<file path="config.mk">
export PLATFORM = sky130hd
export DESIGN_NAME = qbus_reg_slave
export DESIGN_NICKNAME = d
export VERILOG_FILES = /design/src/rtl/qbus_reg_slave.sv
export SDC_FILE = /design/constraint.sdc
export NUM_CORES = 1
export LEC_CHECK = 0
export ABC_CLOCK_PERIOD_IN_PS = 3300
export CAP_MARGIN = 30
export CORE_MARGIN = 2
export CORE_UTILIZATION = 40
export CTS_CLUSTER_DIAMETER = 30
export CTS_CLUSTER_SIZE = 30
export DETAILED_ROUTE_END_ITERATION = 16
export GPL_TIMING_DRIVEN = 0
export MAX_ROUTING_LAYER = met4
export PLACE_DENSITY = 0.77
export SKIP_CTS_REPAIR_TIMING = 1
export SYNTH_ARGS = -nofsm -noshare
export SYNTH_HDL_FRONTEND = slang
export SYNTH_SLANG_ARGS = --single-unit
</file>
<file path="constraint.sdc">
create_clock -name clk -period 3.3 [get_ports clk]
set_input_delay 0.66 -clock clk [delete_from_list [all_inputs] [get_ports clk]]
set_output_delay 0.66 -clock clk [all_outputs]
set_load 0.01 [all_outputs]
</file>
<file path="src/rtl/qbus_reg_slave.sv">
// QBUS programmed-I/O responder for the card's device registers.
// It decodes the I/O-page address at SYNC, then runs DATI/DATO(B)/DATIO(B) data phases.
module qbus_reg_slave #(
  parameter int RPLY_DELAY = 2
) (
  input  logic        clk,
  input  logic        reset_n,
  input  logic        bus_sync,
  input  logic        bus_din,
  input  logic        bus_dout,
  input  logic        bus_wtbt,
  input  logic        bus_bs7,
  input  logic [21:0] bus_ad,
  output logic        bus_rply,
  output logic        bus_da_oe,
  output logic [15:0] bus_da_out,
  output logic [12:0] reg_addr,
  output logic        reg_rd,
  output logic        reg_wr,
  output logic [15:0] reg_wdata,
  output logic [1:0]  reg_bmask,
  input  logic        reg_addr_match,
  input  logic [15:0] reg_rdata
);

  localparam int CW = (RPLY_DELAY > 1) ? $clog2(RPLY_DELAY) : 1;

  typedef enum logic [2:0] {
    IDLE, DECODE, SELECTED, IGNORE, RD_SETTLE, RD_RPLY, WR_STROBE, WR_RPLY
  } state_t;

  state_t          state_reg, state_next;
  logic [CW-1:0]   cnt_reg, cnt_next;
  logic            sync_prev_reg;
  logic [12:0]     addr_reg;
  logic [15:0]     wdata_reg;
  logic [1:0]      bmask_reg;
  logic [1:0]      bmask_next;
  logic [15:0]     da_out_reg;
  logic            addr_load, wdata_load, capture;
  logic            unused_ad;

  assign unused_ad = ^bus_ad[21:16];

  // Byte lane gi is enabled for a word write, or for a byte write whose address LSB selects it.
  genvar gi;
  generate
    for (gi = 0; gi < 2; gi++) begin : g_lane
      assign bmask_next[gi] = !bus_wtbt || (addr_reg[0] == 1'(gi));
    end
  endgenerate

  always_comb begin
    state_next = state_reg;
    cnt_next   = cnt_reg;
    addr_load  = 1'b0;
    wdata_load = 1'b0;
    capture    = 1'b0;
    case (state_reg)
      IDLE: begin
        if (bus_sync && !sync_prev_reg) begin
          addr_load  = bus_bs7;
          state_next = bus_bs7 ? DECODE : IGNORE;
        end
      end
      DECODE:   state_next = reg_addr_match ? SELECTED : IGNORE;
      IGNORE:   state_next = IGNORE;
      SELECTED: begin
        if (bus_din) begin
          cnt_next   = CW'(RPLY_DELAY - 1);
          state_next = RD_SETTLE;
        end else if (bus_dout) begin
          wdata_load = 1'b1;
          state_next = WR_STROBE;
        end
      end
      RD_SETTLE: begin
        if (cnt_reg == '0) begin
          capture    = 1'b1;
          state_next = RD_RPLY;
        end else begin
          cnt_next = cnt_reg - 1'b1;
        end
      end
      RD_RPLY:   if (!bus_din) state_next = SELECTED;
      WR_STROBE: state_next = WR_RPLY;
      WR_RPLY:   if (!bus_dout) state_next = SELECTED;
      default:   state_next = IDLE;
    endcase
    // Losing SYNC aborts whatever is in flight, including a pending read capture.
    if (!bus_sync) begin
      state_next = IDLE;
      capture    = 1'b0;
      wdata_load = 1'b0;
    end
  end

  always_ff @(posedge clk or negedge reset_n) begin
    if (!reset_n) begin
      state_reg     <= IDLE;
      cnt_reg       <= '0;
      sync_prev_reg <= 1'b0;
      addr_reg      <= '0;
      wdata_reg     <= '0;
      bmask_reg     <= 2'b00;
      da_out_reg    <= '0;
    end else begin
      state_reg     <= state_next;
      cnt_reg       <= cnt_next;
      sync_prev_reg <= bus_sync;
      if (addr_load) addr_reg <= bus_ad[12:0];
      if (wdata_load) begin
        wdata_reg <= bus_ad[15:0];
        bmask_reg <= bmask_next;
      end
      if (capture) da_out_reg <= reg_rdata;
    end
  end

  // Handshake outputs drop in the same cycle SYNC is seen low.
  assign bus_rply   = bus_sync && ((state_reg == RD_RPLY) || (state_reg == WR_RPLY));
  assign bus_da_oe  = bus_sync && (state_reg == RD_RPLY);
  assign reg_rd     = capture;
  assign reg_wr     = bus_sync && (state_reg == WR_STROBE);
  assign bus_da_out = da_out_reg;
  assign reg_addr   = addr_reg;
  assign reg_wdata  = wdata_reg;
  assign reg_bmask  = bmask_reg;

endmodule

</file>
==> qor.txt <==
=================================================================================
Number of placement rows ...........................................           26
Number of iterations in the first detailed-routing pass ............            4
Maximum vdd ir drop ................................................    0.3568 mV
Final setup violation count ........................................            0
Share of the cycle needed by the critical path after routing .......       97.84%
Master cell of the clock root buffer ............................... sky130_fd_sc_hd__clkbuf_8
GPL Wtd Cong .......................................................       0.8873
Power density normalized to cell area .............................. 775.4 mW/mm^2
Share of layout cells above drive strength 1 .......................       25.40%
Number of filler instances in the final layout .....................          404
Post-route DRC .....................................................            0
# diodes ...........................................................            0
Crit path buf inv count ............................................            5
Kind of start point of the critical path ...........................   input port
Maximum level of the CTS H-tree ....................................            2
Initial antenna violation count ....................................            0
Crit Reg-Reg Endpoint ..............................................  reg_addr[8]
Highest achievable clock rate ......................................   0.3097 GHz
Buffers from clock root to sink, at most ...........................            2
Wire length of the first global-routing pass .......................     7.672 mm
Largest clock skew in the final design .............................     8.196 ps
Maximum net fanout on the critical path ............................           10
Initial Util .......................................................       41.80%
Netlist area before placement ...................................... 0.002162 sq mm
Time the worst path needs with I/O delays and setup ................      3229 ps
Sort of element at the end of the critical path ....................  output port
TritonCTS clock tree ...............................................         done
Vertical die dimension ............................................. 77.52 microns
Required time of the critical path .................................      2640 ps
Die boundary width ................................................. 77.52 microns
Static Leakage .....................................................     1.446 nW
Number of vias after detailed routing ..............................         1556
First DRT Iteration DRCs ...........................................           40
Final design area excluding fillers ................................ 0.003321 sq mm
Inserted Clock Buffers .............................................            5
Slowest stage cell on the critical path ............................ sky130_fd_sc_hd__clkdlybuf4s50_1
Number of warnings printed during yosys synthesis ..................            0
Total count of hold-check failures in the final report .............            0
Clock slew seen by the registers of the worst setup and hold paths .       100 ps
Sequential share of the synthesized area ...........................       60.19%
Routed vias/inst ...................................................        4.893
Area of the die .................................................... 0.006009 sq mm
Status .............................................................    completed
WL/cell ............................................................ 14.55 microns
Post-synthesis area per instance ...................................  14.91 sq um
Worst endpoint data arrival time ...................................      2570 ps
Synthesized flop and latch total ...................................           52
Largest net degree at the start of global routing ..................           32
Cell Chain, Critical Path .......................................... clkdlybuf4s50_1, clkbuf_4, nand2_1, nor4_4, buf_4, buf_6, clkdlybuf4s50_1
Relative slew slack ................................................       51.46%
Area after detailed placement ...................................... 0.003173 sq mm
Post-Syn Nets ......................................................          191
Most used cell, CP ................................................. sky130_fd_sc_hd__clkdlybuf4s50_1
Worst reg2reg setup slack ..........................................      1450 ps
Number of cells on the worst reg-to-reg path .......................            5
Final Hold Slack ...................................................     399.1 ps
Clock Sink Count ...................................................           52
Std-Cell Core Area ................................................. 0.005172 sq mm
Synthesized netlist cell count .....................................          145
Wirelength, routed .................................................     4.626 mm
Cell family with most CP delay ..................................... buffers and inverters
Largest stage delay on the critical path ...........................       540 ps
Number of slew-limit violations in the final report ................            0
Boundary Pins ......................................................           97
Layout Nets ........................................................          293
Max-capacitance violation count ....................................            0
Crit Path Category ................................................. input port to output port
Actual transition at the worst max-transition pin ..................     728.1 ps
Reg-to-reg critical path startpoint ................................ state_reg[2]
Post-synth cell types ..............................................           28
Vias in the first global route .....................................         1541
Clock latency of the later-clocked register in the worst-skew pair .       310 ps
Port Buffer Count ..................................................           90
Routed Antenna Nets ................................................            0
Overall Global Routing Usage .......................................       16.66%
Overflow left after global routing .................................            0
Type of the worst min-delay path ................................... input port to asynchronous set/reset pin
Synthesis-to-finish area growth ....................................       53.59%
Detailed placer's ending HPWL ......................................     3.480 mm
=================================================================================
[layout make-up]
class | count | area, sq um | area share [%]
timing repair buffer | 95 | 953.4 | 28.71
clock buffer | 5 | 68.82 | 2.072
tap | 70 | 87.58 | 2.638
sequential | 52 | 1301 | 39.19
buffer | 8 | 66.31 | 1.997
multi-input combinational | 81 | 782.0 | 23.55
clock inverter | 3 | 46.29 | 1.394
inverter | 4 | 15.01 | 0.4521
[where the power goes]
part | total [mW] | switching, mW | internal [mW]
sequential | 1.04 | 0.143 | 0.897
combinational | 1.09 | 0.388 | 0.705
clock | 0.443 | 0.214 | 0.229
total | 2.57 | 0.744 | 1.83
[cells in the mapped netlist, drive strengths merged]
| master | count | area, sq um |
|---|---|---|
| mux2i | 2 | 20.02 |
| inv | 4 | 15.01 |
| buf | 6 | 55.05 |
| a31o | 1 | 8.760 |
| a221oi | 1 | 8.760 |
| a21oi | 2 | 10.01 |
| nor4 | 1 | 21.27 |
| o21ai | 4 | 20.02 |
| nand4 | 1 | 6.260 |
| or3b | 1 | 11.26 |
| mux2 | 45 | 544.3 |
| o32ai | 1 | 8.760 |
| nand3 | 1 | 5.000 |
| o22ai | 2 | 12.51 |
| nand2 | 4 | 15.01 |
| o311ai | 1 | 8.760 |
| o21bai | 1 | 7.510 |
| a31oi | 3 | 18.77 |
| o31ai | 1 | 7.510 |
| clkbuf | 2 | 8.750 |
| nor3 | 2 | 21.27 |
| dfrtp | 52 | 1301 |
| nor2 | 7 | 26.28 |
[cells by family (layout without fill, tap and decap cells)]
kind of cell,Yosys count,after routing,share of synthesized area [%]
AOI/OAI and AO/OA,17,17,5.151
buffers and inverters,12,115,3.645
DFF,52,52,60.19
muxes,47,47,26.10
and+or+nand+nor,17,17,4.919
[metrics by stage]
| step | setup TNS [ps] | power (mW) | cells | utilization (%) | setup WS [ps] |
|---|---|---|---|---|---|
| 5_1_grt | -9.490 | 2.726 | 318 | 64.20 | -9.490 |
| 6_report | 0 | 2.575 | 318 | 64.20 | 71.31 |
| 4_1_cts | -78.51 | 2.603 | 314 | 63.57 | -78.51 |
| 3_5_place_dp | -54.00 | 2.158 | 306 | 61.34 | -54.00 |
| 2_1_floorplan | 0 | 1.508 | 145 | - | 1170 |
| 3_3_place_gp | -1035 | 2.122 | 305 | 60.91 | -64.05 |
[how the worst max path moves through the flow]
stage | from | endpoint | slack, ps | cells past startpoint
final | bus_sync | reg_rd | 70 | 7
after detailed placement | bus_sync | reg_rd | -50 | 6
after global placement | bus_sync | reg_rd | -60 | 6
after global routing | bus_sync | reg_rd | -9 | 7
after CTS | bus_sync | reg_rd | -80 | 6
after floorplan | bus_sync | reg_rd | 1170 | 4
[placed cells by master (no fill, tap or decap)]
| cell type | instances |
|---|---|
| sky130_fd_sc_hd__a21oi_1 | 2 |
| sky130_fd_sc_hd__a221oi_1 | 1 |
| sky130_fd_sc_hd__a31o_1 | 1 |
| sky130_fd_sc_hd__a31oi_1 | 3 |
| sky130_fd_sc_hd__buf_16 | 1 |
| sky130_fd_sc_hd__buf_2 | 3 |
| sky130_fd_sc_hd__buf_4 | 4 |
| sky130_fd_sc_hd__buf_6 | 4 |
| sky130_fd_sc_hd__bufinv_16 | 1 |
| sky130_fd_sc_hd__clkbuf_1 | 1 |
| sky130_fd_sc_hd__clkbuf_4 | 1 |
| sky130_fd_sc_hd__clkbuf_8 | 5 |
| sky130_fd_sc_hd__clkdlybuf4s50_1 | 89 |
| sky130_fd_sc_hd__clkinvlp_4 | 1 |
| sky130_fd_sc_hd__dfrtp_1 | 52 |
| sky130_fd_sc_hd__inv_1 | 4 |
| sky130_fd_sc_hd__inv_6 | 1 |
| sky130_fd_sc_hd__mux2_1 | 6 |
| sky130_fd_sc_hd__mux2_2 | 29 |
| sky130_fd_sc_hd__mux2_4 | 10 |
| sky130_fd_sc_hd__mux2i_1 | 2 |
| sky130_fd_sc_hd__nand2_1 | 4 |
| sky130_fd_sc_hd__nand3_1 | 1 |
| sky130_fd_sc_hd__nand4_1 | 1 |
| sky130_fd_sc_hd__nor2_1 | 7 |
| sky130_fd_sc_hd__nor3_1 | 1 |
| sky130_fd_sc_hd__nor3_4 | 1 |
| sky130_fd_sc_hd__nor4_4 | 1 |
| sky130_fd_sc_hd__o21ai_0 | 4 |
| sky130_fd_sc_hd__o21bai_1 | 1 |
| sky130_fd_sc_hd__o22ai_1 | 2 |
| sky130_fd_sc_hd__o311ai_0 | 1 |
| sky130_fd_sc_hd__o31ai_1 | 1 |
| sky130_fd_sc_hd__o32ai_1 | 1 |
| sky130_fd_sc_hd__or3b_4 | 1 |
[per-layer routing]
| metal | part of all wire, % | vias to the layer above | wire length, microns | GRT usage, % |
|---|---|---|---|---|
| li1 | - | 723 | - | - |
| met1 | 46 | 761 | 2115 | 20.74 |
| met2 | 48 | 65 | 2212 | 27.04 |
| met3 | 5.0 | 7 | 233 | 3.953 |
| met4 | 1.4 | 0 | 65 | 5.357 |
| met5 | 0 | - | 0 | - |
(Power assumes the default switching activity.)
